**config.mk**
```make
export PLATFORM = sky130hd
export DESIGN_NAME = regfile_mp
export DESIGN_NICKNAME = d
export VERILOG_FILES = /design/src/rtl/regfile_pkg.sv /design/src/rtl/regfile_clr_fsm.sv /design/src/rtl/regfile_mp.sv
export SDC_FILE = /design/constraint.sdc
export NUM_CORES = 2
export LEC_CHECK = 0
export ABC_AREA = 0
export BUFFER_PORTS_ARGS = -buffer_cell sky130_fd_sc_hd__buf_2
export CAP_MARGIN = 25
export CORE_UTILIZATION = 38
export CTS_CLUSTER_SIZE = 14
export DETAILED_ROUTE_END_ITERATION = 7
export GPL_TIMING_DRIVEN = 0
export HOLD_SLACK_MARGIN = 0.03
export SYNTH_ARGS = -nofsm -noshare
export SYNTH_HDL_FRONTEND = slang
export SYNTH_SLANG_ARGS = --single-unit
```
**constraint.sdc**
```tcl
create_clock -name RF_clk -period 46.1 [get_ports RF_clk]
set_input_delay 9.22 -clock RF_clk [delete_from_list [all_inputs] [get_ports RF_clk]]
set_output_delay 9.22 -clock RF_clk [all_outputs]
set_load 0.1 [all_outputs]
```
**src/rtl/regfile_pkg.sv**
```systemverilog
// regfile_pkg: shared constants and clear-FSM state type
// for the CPU31 multi-port register file.
package regfile_pkg;

  localparam int DEF_DW    = 32;
  localparam int DEF_DEPTH = 32;
  localparam int ZERO_REG  = 0;

  typedef enum logic {
    IDLE  = 1'b0,
    SWEEP = 1'b1
  } clr_state_e;

endpackage

```
**src/rtl/regfile_clr_fsm.sv**
```systemverilog
// regfile_clr_fsm: sequential clear sweep over registers
// 1..DEPTH-1, one register per enabled cycle.
module regfile_clr_fsm
  import regfile_pkg::*;
#(
  parameter int DEPTH = DEF_DEPTH,
  parameter int AW    = $clog2(DEPTH)
) (
  input  logic          RF_clk,
  input  logic          RF_rst,
  input  logic          RF_ena,
  input  logic          clr_req,
  output logic          clr_busy,
  output logic          clr_stb,
  output logic [AW-1:0] clr_addr
);

  localparam logic [AW-1:0] LAST = AW'(DEPTH - 1);
  localparam logic [AW-1:0] FIRST = AW'(1);

  clr_state_e    state, state_nxt;
  logic [AW-1:0] ptr, ptr_nxt;

  always_ff @(posedge RF_clk or posedge RF_rst) begin
    if (RF_rst) begin
      state <= IDLE;
      ptr   <= '0;
    end else begin
      state <= state_nxt;
      ptr   <= ptr_nxt;
    end
  end

  always_comb begin
    state_nxt = state;
    ptr_nxt   = ptr;
    clr_stb   = 1'b0;
    clr_addr  = ptr;
    unique case (state)
      IDLE: begin
        if (clr_req && RF_ena) begin
          state_nxt = SWEEP;
          ptr_nxt   = FIRST;
        end
      end
      SWEEP: begin
        if (RF_ena) begin
          clr_stb = 1'b1;
          ptr_nxt = ptr + FIRST;
          if (ptr == LAST) begin
            state_nxt = IDLE;
          end
        end
      end
      default: state_nxt = IDLE;
    endcase
  end

  assign clr_busy = (state == SWEEP);

endmodule

```
**src/rtl/regfile_mp.sv**
```systemverilog
// regfile_mp: NRD-read / 2-write register file with bypass,
// busy scoreboard and a non-reset clear sweep.
module regfile_mp
  import regfile_pkg::*;
#(
  parameter int DW     = DEF_DW,
  parameter int DEPTH  = DEF_DEPTH,
  parameter int AW     = $clog2(DEPTH),
  parameter int NRD    = 2,
  parameter int BYPASS = 1
) (
  input  logic            RF_clk,
  input  logic            RF_rst,
  input  logic            RF_ena,
  input  logic [NRD*AW-1:0] rd_addr,
  output logic [NRD*DW-1:0] rd_data,
  output logic [NRD-1:0]  rd_busy,
  input  logic            RF_W0,
  input  logic [AW-1:0]   Rdc0,
  input  logic [DW-1:0]   Rd0,
  input  logic            RF_W1,
  input  logic [AW-1:0]   Rdc1,
  input  logic [DW-1:0]   Rd1,
  input  logic            iss_vld,
  input  logic [AW-1:0]   iss_addr,
  input  logic            clr_req,
  output logic            clr_busy
);

  localparam logic [AW-1:0] RZ = AW'(ZERO_REG);

  logic [DW-1:0]    regs [DEPTH];
  logic [DEPTH-1:0] busy, busy_nxt;
  logic             we0, we1, iss_ok;
  logic             clr_stb;
  logic [AW-1:0]    clr_addr;

  regfile_clr_fsm #(
    .DEPTH (DEPTH),
    .AW    (AW)
  ) u_clr (
    .RF_clk   (RF_clk),
    .RF_rst   (RF_rst),
    .RF_ena   (RF_ena),
    .clr_req  (clr_req),
    .clr_busy (clr_busy),
    .clr_stb  (clr_stb),
    .clr_addr (clr_addr)
  );

  assign we0 = RF_W0 && RF_ena && (Rdc0 != RZ) && !clr_busy;
  assign we1 = RF_W1 && RF_ena && (Rdc1 != RZ) && !clr_busy;
  assign iss_ok = iss_vld && RF_ena && (iss_addr != RZ)
                  && !clr_busy;

  // port 1 is written last so it wins an address conflict
  always_ff @(posedge RF_clk or posedge RF_rst) begin
    if (RF_rst) begin
      regs <= '{default: '0};
    end else begin
      if (clr_stb) regs[clr_addr] <= '0;
      if (we0)     regs[Rdc0]     <= Rd0;
      if (we1)     regs[Rdc1]     <= Rd1;
    end
  end

  always_comb begin
    busy_nxt = busy;
    if (clr_stb) busy_nxt[clr_addr] = 1'b0;
    if (we0)     busy_nxt[Rdc0]     = 1'b0;
    if (we1)     busy_nxt[Rdc1]     = 1'b0;
    if (iss_ok)  busy_nxt[iss_addr] = 1'b1;
    busy_nxt[ZERO_REG] = 1'b0;
  end

  always_ff @(posedge RF_clk or posedge RF_rst) begin
    if (RF_rst) busy <= '0;
    else        busy <= busy_nxt;
  end

  for (genvar i = 0; i < NRD; i++) begin : g_rd
    logic [AW-1:0] ra;
    logic          byp0, byp1;
    assign ra   = rd_addr[i*AW +: AW];
    assign byp1 = (BYPASS != 0) && we1 && (Rdc1 == ra);
    assign byp0 = (BYPASS != 0) && we0 && (Rdc0 == ra);
    assign rd_data[i*DW +: DW] =
      (!RF_ena || ra == RZ) ? '0  :
      byp1                  ? Rd1 :
      byp0                  ? Rd0 :
                              regs[ra];
    assign rd_busy[i] = RF_ena && busy[ra];
  end

endmodule

```
# --- Word-level counts from Yosys, hierarchy flattened ---
# Cells that the tools add are included.
totals:
  ff_bits: 1061
  in_bits: 96
  output_inout_bits: 67
  word_cells: 157
classes:
  add_sub_neg: 1
  n_lt_le_gt_ge: 18
  n_eq_ne: 7
  n_mux: 48
  n_bitwise: 15
  n_reduce_logical: 33
op_table:
  columns: ["op", "n"]
  rows:
  - ["1024-bit 2-to-1 mux", 3]
  - ["1024-bit bitwise mux", 2]
  - ["1024-bit AND", 1]
  - ["1024-bit NOT", 1]
  - ["32-bit 2-to-1 mux", 17]
  - ["32-bit demux with 5-bit select", 3]
  - ["32-bit binary-select mux with 5-bit select", 2]
  - ["32-bit AND", 3]
  - ["32-bit NOT", 3]
  - ["5-bit by 6-bit < comparator with 1-bit output (second input constant)", 6]
  - ["32-bit OR", 1]
  - ["6-bit >= comparator (second input constant)", 5]
  - ["5-bit NOT with 6-bit output", 5]
  - ["1-bit logical AND", 23]
  - ["1-bit demux with 5-bit select", 4]
  - ["5-bit equality test", 4]
  - ["5-bit by 1-bit >= comparator with 1-bit output (second input constant)", 4]
  - ["6-bit by 1-bit < comparator with 1-bit output (second input constant)", 3]
  - ["5-bit nonzero test", 3]
  - ["1-bit 2-to-1 mux", 11]
  - ["1-bit binary-select mux with 5-bit select", 2]
  - ["5-bit zero test", 2]
  - ["5-bit 2-to-1 mux", 2]
  - ["5-bit one-hot mux with 2 select lines", 1]
  - ["9 further kinds", 11]

# --- Logic depth before layout (Yosys ltp) ---
depth:
  ltp_word: 13
  ltp_mapped: 10
  mapped_depth_nobuf: 7

# --- Modules after synthesis ---
# Synthesis repeated with hierarchy kept, for this count alone.
hier_totals:
  hier_cells: 6923
  hier_area_um2: 65814.4
by_module_without_submodules:
  columns: ["mod", "instances", "cells_each", "area_each_um2", "seq_area_each_um2"]
  rows:
  - ["regfile_mp", 1, 6897, 65520.3, 26400.3]
  - ["regfile_clr_fsm", 1, 26, 294.0, 150.1]

# --- Worst setup path before layout ---
# No wires, ideal clock.
synth_path:
  path_kind: "input to output"
  startpoint: "input port rd_addr[5]"
  endpoint: "output port rd_data[35]"
  arrival_ns: 12.710
  required_time_ns: 36.880
  setup_slack_ns: 24.170
  path_stages: 9
  n_path_buf: 3
  path_cell_list: "buf_2 -> or4b_2 -> buf_2 -> buf_6 -> o22ai_1 -> nor4_1 -> o21ai_0 -> nor2_1 -> o21ai_0"
synth_via:
  elab_chain_cells: 7
  word_cells_on_any_way: 13
  classes_between: "eq/ne: 2; mux: 6; bitwise: 1; reduce/logical: 4"
synth_lines:
  columns: ["element", "line_no", "text"]
  rows:
  - ["start: declaration", "regfile_mp.sv:15", "input logic [NRD*AW-1:0] rd_addr,"]
  - ["5-bit NOT with 6-bit output (not written as such)", "regfile_mp.sv:91", "regs[ra];"]
  - ["32-bit binary-select mux with 5-bit select", "regfile_mp.sv:91", null]
  - ["32-bit 2-to-1 mux (not written as such) (2 in series)", "regfile_mp.sv:91", null]
  - ["32-bit 2-to-1 mux", "regfile_mp.sv:90", "byp0 ? Rd0 :"]
  - ["32-bit 2-to-1 mux", "regfile_mp.sv:89", "byp1 ? Rd1 :"]
  - ["32-bit 2-to-1 mux (*)", "regfile_mp.sv:88", "(!RF_ena || ra == RZ) ? '0 :"]
  - ["end: declaration", "regfile_mp.sv:16", "output logic [NRD*DW-1:0] rd_data,"]
# Mark *: on every way between the ends. The rest lies on a longest branch, timed or not. The select of a mux whose other input is x is not followed.

# --- Worst setup path after layout ---
layout_path:
  startpoint: "input port rd_addr[5]"
  endpoint: "output port rd_data[36]"
# Same word-level chain as after synthesis.

==> qor.yml <==
status:
  status: "complete, but fails checks"
  violations: "DRC"
clock_network:
  clockRootBuffer: "clkbuf_16"
  clock_path_buffers: 3
  post_cts_buffers: 0
  clock_sinks: 1061
  tritoncts: "built"
  cts_buffers: 136
  postCtsHoldBufs: 0
  insertion_delay_ps: 820
  cts_max_level: 4
  cts_resized: 0
  clkTransAtPathRegs_ps: 60
logic_synthesis:
  synth_edf_count: 0
  avgSynthCellArea_um2: 9.33
  synth.net_count: 7157
  ys_warn_count: 0
  ys_seq_elements: 1061
  synthArstFlopShare: 1.00
  synth_mux_area_frac: 0.192
  syn_area_um2: 65800
  synth_xor_area_frac: 0.00266
  synth_top_flop_cell: "dfrtp_1"
  synth_top_family_by_area: "compound AO/OA/AOI/OAI gates"
  synth_seq_area_share: 0.403
  syn_inst: 7056
  synth_cell_types: 69
  synth_fa_ha_area_frac: 0.000951
  synth_compound_area_frac: 0.225
  synth_area_leaders: "dfrtp_1 40%, mux4_2 9.6%, mux2i_1 9.6%, a22oi_1 8.5%, o21ai_0 5.5%"
  yosys.area_share.simple: 0.114
  yosys.area.top_type: "dfrtp_1"
  synth_top_cell_area_share: 0.403
timing:
  setup_ws_ps: 22530
  maxSlewHeadroom: 0.119
  finalCriticalPeriod_ps: 23570
  finalCritPeriodShare: 0.511
  slew_violations: 0
  finalHoldViolCount: 0
  clock.fmax_mhz: 42.4
  setup_viol: 0
  tns_ps: 0
  fin_skew_ps: 18.7
  rsz0062_at_grt: "false"
  worstMarginPinSlew_ps: 1320
placement:
  dp_slack_ps: 22920
  port_buffers: 89
  post-dp-hpwl_mm: 313
  routabilityCongestion: 1.05
setup_path:
  crit_fanout: 10
  cp_num_buf_inv: 5
  path_common_cell: "buf_2"
  start_kind: "input pin"
  critPathCaptureType: "primary output"
  crit_family: "buffers and inverters"
  critical_path_class: "in2out"
  critPathRequiredTime_ps: 36880
  path_depth: 11
  slowest_stage: "o21ai_0"
  arrival_ps: 14350
  max_stage_delay_ps: 900
  reg2regPathDepth: 7
  path_cells: "buf_2 > buf_4 > buf_2 > nand4bb_1 > clkbuf_1 > o22ai_1 > nor4_1 > o21ai_0 > nor2_1 > o21ai_0 > buf_2"
global_route:
  grt_pass1_vias: 62233
  grt_start_max_net_pins: 120
  grt_overflow_total: 0
  grt_first_pass_wirelength_mm: 517
  antenna_found_initial: 21
  grt_usage: 0.430
route:
  vias: 65553
  dr.pass1.iters: 8
  drt-initial-drc-count: 10367
  drt-total-wl_mm: 383
  antenna_left: 0
  viasPerCell: 6.69
  avgRoutedWirePerCell_um: 39.1
  post-route-drc-count: 24
layout:
  nets: 7476
  drive_gt1_frac: 0.142
  final_util: 0.435
  area_delta_synth_final_pct: 13.6
  fillerInstances: 16770
floorplanning:
  dieHeight_um: 418
  fp.dieW_um: 418
  pin_count: 163
  num_rows: 152
  design.die.area_um2: 175000
  initial_core_util: 0.383
  core_area_um2: 172000
job:
  maxCapViolations: 0
hold_path:
  min_path_cells: 1
  hold_class: "reg2reg"
power_and_ir_drop:
  power_leakage_nw: 30.9
  power_density_nw_per_um2: 39.7
  vdd_drop_max_uv: 29.2
  finalPower_mw: 2.96
-- placed cells by master, fill, tap and decap left out, drive strengths merged, types with 32 or more instances in the layout --
cell / count
nand3: 142
a222oi: 32
mux2i: 628
and2: 32
a22oi: 749
a31oi: 129
nand2: 923
o22ai: 251
clkbuf: 815
a21oi: 270
and3: 74
nor4: 67
mux4: 280
dfrtp: 1061
inv: 55
nor2: 385
o21ai: 846
buf: 493
-- through the flow --
stage          instance area (um^2)  hold slack, ps  instances
3_5_place_dp                  69900             493       9518
4_1_cts                       74500             506       9762
3_3_place_gp                  69200             481       9455
6_report                      74700             506       9803
2_1_floorplan                 65800             467       7056
5_1_grt                       74700             528       9797
-- final timing paths --
| path | startpoint | to | slack [ps] |
|---|---|---|---|
| worst max-delay path | rd_addr[5] | rd_data[36] | 22530 |
| worst min-delay path | regs[1017] | regs[1017] | 510 |
| worst max register to register | u_clr.clr_busy | regs[374] | 41840 |
| worst min register to register | regs[1017] | regs[1017] | 510 |
| max in group asynchronous | RF_rst | regs[829] | 35440 |
| min in group asynchronous | RF_rst | regs[320] | 8580 |
-- area by class of cell --
class / instances / area (um^2) / share of cell area
Clock buffer: 200 / 4090 / 0.0547
Multi-Input combinational cell: 5018 / 35200 / 0.471
Inverter: 50 / 195 / 0.00261
Buffer: 927 / 3940 / 0.0528
Timing Repair Buffer: 181 / 1380 / 0.0184
Tap cell: 2310 / 2890 / 0.0387
Sequential cell: 1061 / 26600 / 0.355
Antenna cell: 12 / 30.0 / 0.000402
Clock inverter: 44 / 495 / 0.00663
-- worst register-to-register path, cell delays in order, from the launching register on --
cell and delay [ps]:
dfrtp_1 520, and3b_1 540, nand4b_1 540, nor2_1 860, a211oi_2 230, clkbuf_1 440, a222oi_1 890, inv_1 90
-- where the power goes --
group | switching (mW) | leakage (nW) | internal (mW)
Clock | 0.477 | 2.27 | 0.660
Sequential | 0.128 | 14.7 | 1.06
Combinational | 0.408 | 14.0 | 0.231
-- cells by family (layout without fill, tap and decap cells) --
kind of cell / count (synthesis) / count (layout)
mux: 910 / 910
compound gates: 2370 / 2370
fa+ha+maj: 5 / 5
simple gates: 1713 / 1713
flops: 1061 / 1061
buf+inv: 977 / 1402
other cells: 0 / 12
xor+xnor: 20 / 20
-- cells in the mapped netlist, types with 19 or more instances --
| library cell | n |
|---|---|
| a21oi_1 | 263 |
| a221oi_1 | 20 |
| a222oi_1 | 32 |
| a22oi_1 | 749 |
| a31oi_1 | 129 |
| a32o_1 | 26 |
| and2_1 | 32 |
| and3_1 | 74 |
| buf_1 | 31 |
| buf_2 | 260 |
| buf_4 | 19 |
| clkbuf_1 | 578 |
| clkbuf_2 | 36 |
| dfrtp_1 | 1061 |
| inv_1 | 50 |
| mux2i_1 | 628 |
| mux4_2 | 280 |
| nand2_1 | 920 |
| nand3_1 | 138 |
| nor2_1 | 366 |
| nor2_2 | 19 |
| nor4_1 | 63 |
| o21ai_0 | 725 |
| o21ai_1 | 121 |
| o221ai_1 | 31 |
| o22ai_1 | 251 |
-- state kept, by name (all words and copies together), names as in the netlist --
| register | cells |
|---|---|
| busy | 31 |
| regs | 1024 |
| u_clr.clr_addr | 5 |
| u_clr.clr_busy | 1 |
-- layer usage --
layer	GRT usage	part of all wire	up-vias
met3	0.120	0.10	986
met1	0.547	0.39	33423
met5	0	0.00018	-
met2	0.632	0.43	4296
li1	-	-	26838
met4	0.296	0.080	10
Power figures use the tool's default switching activity.
